[config.mk]
export PLATFORM = sky130hd
export DESIGN_NAME = tune_player
export DESIGN_NICKNAME = d
export VERILOG_FILES = /design/src/rtl/tune_pkg.sv /design/src/rtl/tune_player_tone_gen.sv /design/src/rtl/tune_player.sv
export SDC_FILE = /design/constraint.sdc
export NUM_CORES = 1
export LEC_CHECK = 0
export ABC_AREA = 1
export CORE_MARGIN = 4
export CORE_UTILIZATION = 55
export CTS_CLUSTER_DIAMETER = 80
export DETAILED_ROUTE_END_ITERATION = 8
export PLACE_DENSITY = 0.8
export SLEW_MARGIN = 30
export SYNTH_ARGS = -nofsm -noshare
export SYNTH_HDL_FRONTEND = slang
export SYNTH_HIERARCHICAL = 1
export SYNTH_SLANG_ARGS = --single-unit
[constraint.sdc]
create_clock -name clk -period 25.1 [get_ports clk]
set_clock_uncertainty 0.1 [all_clocks]
set_input_delay 3.765 -clock clk [delete_from_list [all_inputs] [get_ports clk]]
set_output_delay 3.765 -clock clk [all_outputs]
set_load 0.05 [all_outputs]
[src/rtl/tune_pkg.sv]
// Shared types, note constants and the tune ROM for the piezo tune sequencer.
package tune_pkg;

  localparam logic [15:0] C6 = 16'd47778;
  localparam logic [15:0] G6 = 16'd31887;
  localparam logic [15:0] C7 = 16'd23889;
  localparam logic [15:0] E7 = 16'd18960;
  localparam logic [15:0] G7 = 16'd15944;
  localparam logic [15:0] REST = 16'd0;

  localparam logic [24:0] D22    = 25'd4194304;
  localparam logic [24:0] D23    = 25'd8388608;
  localparam logic [24:0] D24    = 25'd16777216;
  localparam logic [24:0] D23_22 = 25'd12582912;

  typedef struct packed {
    logic [15:0] period;
    logic [24:0] dur;
    logic        last;
  } note_t;

  typedef enum logic [1:0] {IDLE, TONE, GAP} state_t;

  // Unused slots read back as a short terminating rest.
  function automatic note_t tune_rom(input logic [1:0] tune, input logic [7:0] idx);
    note_t n;
    n = '{REST, D22, 1'b1};
    case (tune)
      2'd0: begin
        case (idx)
          8'd0: n = '{G6, D23, 1'b0};
          8'd1: n = '{C7, D23, 1'b0};
          8'd2: n = '{E7, D23, 1'b0};
          8'd3: n = '{G7, D23_22, 1'b0};
          8'd4: n = '{E7, D22, 1'b0};
          8'd5: n = '{G7, D24, 1'b1};
          default: ;
        endcase
      end
      2'd1: begin
        case (idx)
          8'd0: n = '{C6, D22, 1'b0};
          8'd1: n = '{REST, D22, 1'b0};
          8'd2: n = '{C6, D22, 1'b1};
          default: ;
        endcase
      end
      default: ;
    endcase
    return n;
  endfunction

  function automatic logic [15:0] note_period(input logic [1:0] tune, input logic [7:0] idx);
    note_t n;
    n = tune_rom(tune, idx);
    return n.period;
  endfunction

  function automatic logic [24:0] note_dur(input logic [1:0] tune, input logic [7:0] idx);
    note_t n;
    n = tune_rom(tune, idx);
    return n.dur;
  endfunction

  function automatic logic note_last(input logic [1:0] tune, input logic [7:0] idx);
    note_t n;
    n = tune_rom(tune, idx);
    return n.last;
  endfunction

endpackage

[src/rtl/tune_player_tone_gen.sv]
// Square-wave generator: period counter plus duty compare, with registered drive pins.
module tone_gen #(
  parameter int DUTY_PCT = 70
) (
  input  logic        clk,
  input  logic        rst_n,
  input  logic        en,
  input  logic        start,
  input  logic [15:0] period,
  output logic        piezo,
  output logic        piezo_n
);

  logic [15:0] per_cnt;
  logic [15:0] nxt_cnt;
  logic [31:0] high_cnt;
  logic        sounding;
  logic        on;

  // en/start/period describe the coming cycle, so the registered pins line up with per_cnt.
  always_comb begin
    high_cnt = (32'(period) * 32'(DUTY_PCT)) / 32'd100;
    if (!en || start || ((32'(per_cnt) + 32'd1) >= 32'(period)))
      nxt_cnt = '0;
    else
      nxt_cnt = per_cnt + 16'd1;
    sounding = en && (period != 16'd0);
    on = 32'(nxt_cnt) < high_cnt;
  end

  always_ff @(posedge clk or negedge rst_n) begin
    if (!rst_n) begin
      per_cnt <= '0;
      piezo   <= 1'b0;
      piezo_n <= 1'b0;
    end else begin
      per_cnt <= nxt_cnt;
      piezo   <= sounding && on;
      piezo_n <= sounding && !on;
    end
  end

endmodule

[src/rtl/tune_player.sv]
// Piezo tune sequencer: steps through a ROM tune note by note with optional
// silent gaps, abort, busy/done status and the index of the sounding note.
module tune_player
  import tune_pkg::*;
#(
  parameter int FAST_SIM  = 1,
  parameter int FAST_STEP = 16,
  parameter int DUTY_PCT  = 70,
  parameter int GAP_CYC   = 0,
  parameter int NUM_TUNES = 2,
  parameter int MAX_NOTES = 8
) (
  input  logic clk,
  input  logic rst_n,
  input  logic go,
  input  logic [((NUM_TUNES > 1) ? $clog2(NUM_TUNES) : 1)-1:0] tune_sel,
  input  logic abort,
  output logic piezo,
  output logic piezo_n,
  output logic busy,
  output logic done,
  output logic [$clog2(MAX_NOTES)-1:0] note_idx
);

  localparam int IDX_W  = $clog2(MAX_NOTES);
  localparam int TSEL_W = (NUM_TUNES > 1) ? $clog2(NUM_TUNES) : 1;
  localparam int STEP   = (FAST_SIM != 0) ? FAST_STEP : 1;

  state_t            state;
  state_t            nxt_state;
  logic [TSEL_W-1:0] tune;
  logic [TSEL_W-1:0] nxt_tune;
  logic [IDX_W-1:0]  nxt_idx;
  logic [24:0]       dur_cnt;
  logic [24:0]       cur_dur;
  logic              is_last;
  logic              note_end;
  logic              gap_end;
  logic              en_next;
  logic              start_next;
  logic [15:0]       nxt_period;

  // Next-state decisions; abort always wins over a note ending in the same cycle.
  always_comb begin
    cur_dur  = note_dur(2'(tune), 8'(note_idx));
    is_last  = note_last(2'(tune), 8'(note_idx)) || (note_idx == IDX_W'(MAX_NOTES - 1));
    note_end = ({1'b0, dur_cnt} + 26'(STEP)) >= {1'b0, cur_dur};
    gap_end  = 32'(dur_cnt) == (32'(GAP_CYC) - 32'd1);
    nxt_state = state;
    nxt_tune  = tune;
    nxt_idx   = note_idx;
    case (state)
      IDLE: begin
        if (go && !abort) begin
          nxt_state = TONE;
          nxt_tune  = tune_sel;
          nxt_idx   = '0;
        end
      end
      TONE: begin
        if (abort) begin
          nxt_state = IDLE;
          nxt_idx   = '0;
        end else if (note_end) begin
          if (is_last) begin
            nxt_state = IDLE;
            nxt_idx   = '0;
          end else if (GAP_CYC > 0) begin
            nxt_state = GAP;
          end else begin
            nxt_idx = note_idx + IDX_W'(1);
          end
        end
      end
      GAP: begin
        if (abort) begin
          nxt_state = IDLE;
          nxt_idx   = '0;
        end else if (gap_end) begin
          nxt_state = TONE;
          nxt_idx   = note_idx + IDX_W'(1);
        end
      end
      default: nxt_state = IDLE;
    endcase
    en_next    = (nxt_state == TONE);
    start_next = en_next && ((state != TONE) || note_end);
    nxt_period = note_period(2'(nxt_tune), 8'(nxt_idx));
  end

  always_ff @(posedge clk or negedge rst_n) begin
    if (!rst_n) begin
      state    <= IDLE;
      tune     <= '0;
      note_idx <= '0;
      dur_cnt  <= '0;
      done     <= 1'b0;
    end else begin
      state    <= nxt_state;
      tune     <= nxt_tune;
      note_idx <= nxt_idx;
      done     <= (state == TONE) && !abort && note_end && is_last;
      if ((nxt_state != state) || start_next)
        dur_cnt <= '0;
      else if (state == TONE)
        dur_cnt <= dur_cnt + 25'(STEP);
      else if (state == GAP)
        dur_cnt <= dur_cnt + 25'd1;
      else
        dur_cnt <= '0;
    end
  end

  assign busy = (state != IDLE);

  tone_gen #(
    .DUTY_PCT(DUTY_PCT)
  ) u_tone (
    .clk    (clk),
    .rst_n  (rst_n),
    .en     (en_next),
    .start  (start_next),
    .period (nxt_period),
    .piezo  (piezo),
    .piezo_n(piezo_n)
  );

endmodule

==> results of run 1 <==
==> worst max-delay path: cells and delay by family <==
kind	cells	cell delay [ns]
AND/OR/NAND/NOR	103	13.80
buffers and inverters	20	2.73
XOR/XNOR	2	0.36
AO/OA/AOI/OAI	7	1.04
adder cells (fa/ha/maj)	4	1.52
==> cells by family after synthesis <==
group | synth area share, %
simple gates | 57.8
buf+inv | 12.9
compound gates | 7.06
fa+ha+maj | 9.30
xor+xnor | 5.25
flops | 7.73
==> flip-flops by register name (all words and copies together), names as in the netlist <==
signal          count
done                1
state               2
u_tone/piezo        1
note_idx            3
u_tone/per_cnt     16
dur_cnt            25
u_tone/piezo_n      1
tune                1
==> worst max path at each step <==
stage / startpoint / to / slack (ns) / depth (start not counted)
after floorplan: abort / u_tone/piezo_n / 5.81 / 137
after global placement: abort / u_tone/piezo_n / 1.46 / 136
after detailed placement: abort / u_tone/piezo_n / 0.66 / 136
after CTS: abort / u_tone/piezo_n / 0.94 / 136
after global routing: abort / u_tone/piezo_n / -0.06 / 141
final: abort / u_tone/piezo_n / 1.88 / 136
==> metrics by stage <==
step | setup TNS, ns | setup slack, ns | hold slack, ns
after floorplan | 0 | 5.81 | 0.373
after global placement | 0 | 1.46 | 0.425
after detailed placement | 0 | 0.663 | 0.427
after CTS | 0 | 0.937 | 0.444
after global routing | -0.0782 | -0.0579 | 0.471
final | 0 | 1.88 | 0.459
==> cells in the mapped netlist, types with 16 or more instances <==
cell / n / area share (%)
dfrtp_1: 50 / 7.7
nand3_4: 26 / 2.8
nand4_1: 90 / 3.5
xor2_1: 65 / 3.5
inv_1: 387 / 9.0
inv_2: 31 / 0.72
nand3_2: 47 / 2.9
nor2_2: 42 / 1.6
a21oi_1: 63 / 1.9
nand3b_1: 16 / 0.74
nor3_1: 20 / 0.62
o21ai_0: 40 / 1.2
nand2_4: 92 / 6.4
nor2_1: 221 / 5.1
nand2_1: 705 / 16
nand2_2: 145 / 5.6
nor2_4: 28 / 1.9
xnor2_1: 17 / 0.92
nand3_1: 246 / 7.6
ha_1: 101 / 7.8
==> metal layers <==
layer | up-vias | wire length (microns)
met1 | 7486 | 19400
met3 | 81 | 1850
met2 | 435 | 20300
li1 | 8283 | -
met4 | 0 | 947
met5 | - | 0
==> area by class of cell <==
type	instances	share of cell area, %
Clock buffer	6	0.775
Multi-Input combinational cell	2084	77.3
Clock inverter	2	0.226
Sequential cell	50	7.52
Tap cell	384	2.89
Timing Repair Buffer	19	0.993
Inverter	441	10.2
==> cell usage in the layout, fill, tap and decap left out, types with 37 or more instances in the layout <==
cell / n
inv_1: 385
nor2_2: 43
dfrtp_1: 50
nor2_1: 220
nand2_2: 145
o21ai_0: 37
ha_1: 101
nand3_2: 47
a21oi_1: 63
nand2_4: 92
xor2_1: 65
nand3_1: 246
nand4_1: 90
nand2_1: 705
==> repair_timing <==
action / 4_1_cts / 5_1_grt
setup buffers: 0 / 4
gates resized for setup: 0 / 9
endpoints found under the setup margin: 0 / 2
==> impl_metrics.ini, run 1 <==
[outcome]
status = complete, no violations

[global_routing]
grtUsageTotal_pct = 25.4
met3_usage_pct = 1.90
grt_max_degree = 51
grt_pass1_wl_mm = 72.2
grt_overflow = 0
grt.busiest_layer = met2
grt_pass1_vias = 15400
grt_antenna_before_repair = 0
use_met1_pct = 34.0
use_met2_pct = 44.6

[worst_setup_path]
worstSetupPathType = in2reg
arrival_ns = 23.29
crit_path_frequent_cell = nand2_1
critPathMaxFanout = 21
slowest_stage = fa_1
critPathRequiredTime_ns = 25.17
rr_startpoint = dur_cnt[5]
reg2reg_slack_ns = 3.53
r2r_end = u_tone/piezo_n
reg2regPathDepth = 149
end_kind = register
critPathMaxStageDelay_ns = 0.57
start_kind = primary input

[placed_design]
post-place-cells = 2974
hpwl_mm = 35.6
io_buffers = 11
gp_congestion = 0.974
dpl_cell_area_sq_um = 16400

[sta]
drv_slew = 0
finalSetupViolCount = 0
max_freq_ghz = 0.0431
worst_pin_slew_ns = 0.733
hold_violations = 0
fin_crit_sh_pct = 92.5
slew_headroom_pct = 49.8
period_needed_ns = 23.22

[drt]
dr.first_iter.drc_count = 1214
wirelength_mm = 42.5
via_per_inst = 5.45
wl_per_cell_microns = 14.2
first_pass_iters = 8
ant_nets = 0
vias = 16300
post-route-drc-count = 0

[floorplan]
io-pin-count = 12
start_util_pct = 56.1
core-area_sq_um = 28900
die_x_microns = 180
dieHeight_microns = 180
std_cell_rows = 62
die_area_sq_um = 32200

[clock_network]
cts_htree_levels = 2
clockBufferDepth = 2
cts_buffers = 5
cts_tree = built
holdBufCountCts = 0
clkLatencyLatePin_ns = 0.30
clock-root-buffer = clkbuf_16
path_clk_slew_ns = 0.06
clock_sinks = 50

[cells_and_area]
multi_input_area_sq_um = 12900
final_cell_area_sq_um = 16600
fin_cells = 2986
drive_gt1_share_pct = 19.5
final_nets = 2719
n_antenna_cell = 0
seq_area_sq_um = 1250
areaGrowthSynthToFinish_pct = 2.81
final_util_pct = 57.6
fill_cells = 2790

[synthesis]
ys_warn_count = 6
synth_ff_type = dfrtp_1
async_flop_share_pct = 100
syn_avg_cell_area_sq_um = 6.21
synthesis.nets = 2723
synth-edff-count = 0
ys_seq_area_share_pct = 7.73
synthDistinctLibCells = 66
syn_inst = 2605
synth.cell_area_sq_um = 16200
ys_ff_latch = 50

[min_path]
hold-path-cell-count = 1
hp-start = u_tone/per_cnt[0]
hold_path.class = reg2reg
hold_end = u_tone/per_cnt[0]

[run]
max_cap_viol_count = 0
Power of run 1 is not shown: default switching activity piles up to over one toggle a cycle in this logic, so the estimate is an artifact.
==> run 2: changes to the inputs <==
CORE_UTILIZATION = 25   (was 55)
PLACE_DENSITY = 0.47   (was 0.8)
==> run 2 against run 1 <==
Non-clock buffer count is 15 higher. Clock-buffer cell count fell by 1. Via count is 4.2% lower. Critical path type unchanged. Die area is 110% higher. Final area increased by 4.2%. Critical path depth down 5. Global-route usage down 12 points. Maximum frequency increased by 0.60%. Sequential cell count is the same. Worst setup slack gained 0.14 ns. Cell count is 16% higher. Highest routed layer unchanged.
==> impl_metrics.ini, run 2 (same netlist as run 1, synthesis figures left out) <==
[floorplan]
dieHeight_microns = 262
die_x_microns = 262
core-area_sq_um = 63500
std_cell_rows = 92
io-pin-count = 12
die_area_sq_um = 68800
start_util_pct = 25.5

[worst_setup_path]
critPathRequiredTime_ns = 25.19
critPathBufInv = 19
critPathMaxFanout = 21
crit_start = abort
slowest_stage = fa_1
arrival_ns = 23.17
worstSetupPathType = in2reg
rr_startpoint = dur_cnt[5]
crit_path_frequent_cell = nand2_1
cp_top_family = simple AND/OR/NAND/NOR gates
start_kind = primary input
end_kind = register
critPathMaxStageDelay_ns = 0.54

[global_routing]
grt_pass1_wl_mm = 78.4
grtUsageTotal_pct = 13.5
grt_antenna_before_repair = 1
grt_max_degree = 51
grt_overflow = 0
grt_pass1_vias = 14800

[cells_and_area]
final_nets = 2735
fill_cells = 7253
reg_top3 = dur_cnt (25), u_tone/per_cnt (16), note_idx (3)
top_register = dur_cnt
areaGrowthSynthToFinish_pct = 7.09
mostFrequentLayoutCells = 705 x nand2_1, 387 x inv_1, 246 x nand3_1
drive_gt1_share_pct = 19.8
final_common_cell = nand2_1
largest_reg_flops = 25
n_antenna_cell = 0

[sta]
rsz0062_at_grt = false
drv_slew = 0
period_needed_ns = 23.08
tns_ns = 0
max_freq_ghz = 0.0433
fin_crit_sh_pct = 92.0
hold_violations = 0
finalSetupViolCount = 0
worst_pin_slew_ns = 0.747
slew_headroom_pct = 50.2

[clock_network]
clock-root-buffer = clkbuf_16
clockBufferDepth = 2
clkLatencyLatePin_ns = 0.31
path_clk_slew_ns = 0.08
clock_sinks = 50
cts_tree = built
holdBufCountCts = 0
cts_buffers = 5
cts_htree_levels = 2

[min_path]
hp-start = u_tone/per_cnt[0]
hold_path.class = reg2reg

[drt]
ant_nets = 0
dr.first_iter.drc_count = 832
wirelength_mm = 48.6
post-route-drc-count = 0
wl_per_cell_microns = 14.0
first_pass_iters = 5
via_per_inst = 4.50
vias = 15600

[placed_design]
hpwl_mm = 41.0
io_buffers = 11
gp_congestion = 0.825

[outcome]
status = complete, no violations

[run]
max_cap_viol_count = 0
## run 2: metrics by stage
| stage | utilization (%) | instance area (sq um) | setup slack, ns | hold slack, ns | instances |
|---|---|---|---|---|---|
| after CTS | 27.1 | 17200 | 1.51 | 0.476 | 3454 |
| after detailed placement | 26.9 | 17100 | 1.23 | 0.464 | 3446 |
| after floorplan | - | 16200 | 5.81 | 0.373 | 2605 |
| after global routing | 27.3 | 17300 | 0.0503 | 0.496 | 3464 |
| final | 27.3 | 17300 | 2.02 | 0.452 | 3464 |
| after global placement | 26.9 | 17100 | 1.51 | 0.456 | 3446 |
## run 2: worst paths after layout
kind,to,slack (ns),cells after the start
min in group asynchronous,dur_cnt[15],3.47,2
max in group asynchronous,u_tone/piezo,20.91,2
worst max-delay path,u_tone/piezo,2.02,131
worst max register to register,u_tone/piezo,3.51,145
worst min-delay path,u_tone/per_cnt[0],0.45,1
worst min register to register,u_tone/per_cnt[0],0.45,1
## run 2: cell type report
class / count / area [sq um] / share of cell area, %
clock buffer: 5 / 125 / 0.722
clock inverter: 3 / 48.8 / 0.282
inverter: 441 / 1700 / 9.79
multi-input combinational: 2085 / 12900 / 74.3
sequential: 50 / 1250 / 7.22
tap: 846 / 1060 / 6.11
timing repair buffer: 34 / 278 / 1.60
## run 2: repair_timing
item	in CTS	in global routing
resized for setup	0	3
endpoints found under the setup margin	0	2
buffers inserted	0	9
## run 2: routing by layer
metal | vias to the layer above | track usage [%] | wire length [microns]
li1 | 8314 | - | -
met1 | 7058 | 19.3 | 24200
met2 | 205 | 23.0 | 22500
met3 | 23 | 0.833 | 1490
met4 | 0 | 1.63 | 401
met5 | - | 0 | 0
Power of run 2 is left out for the same reason.
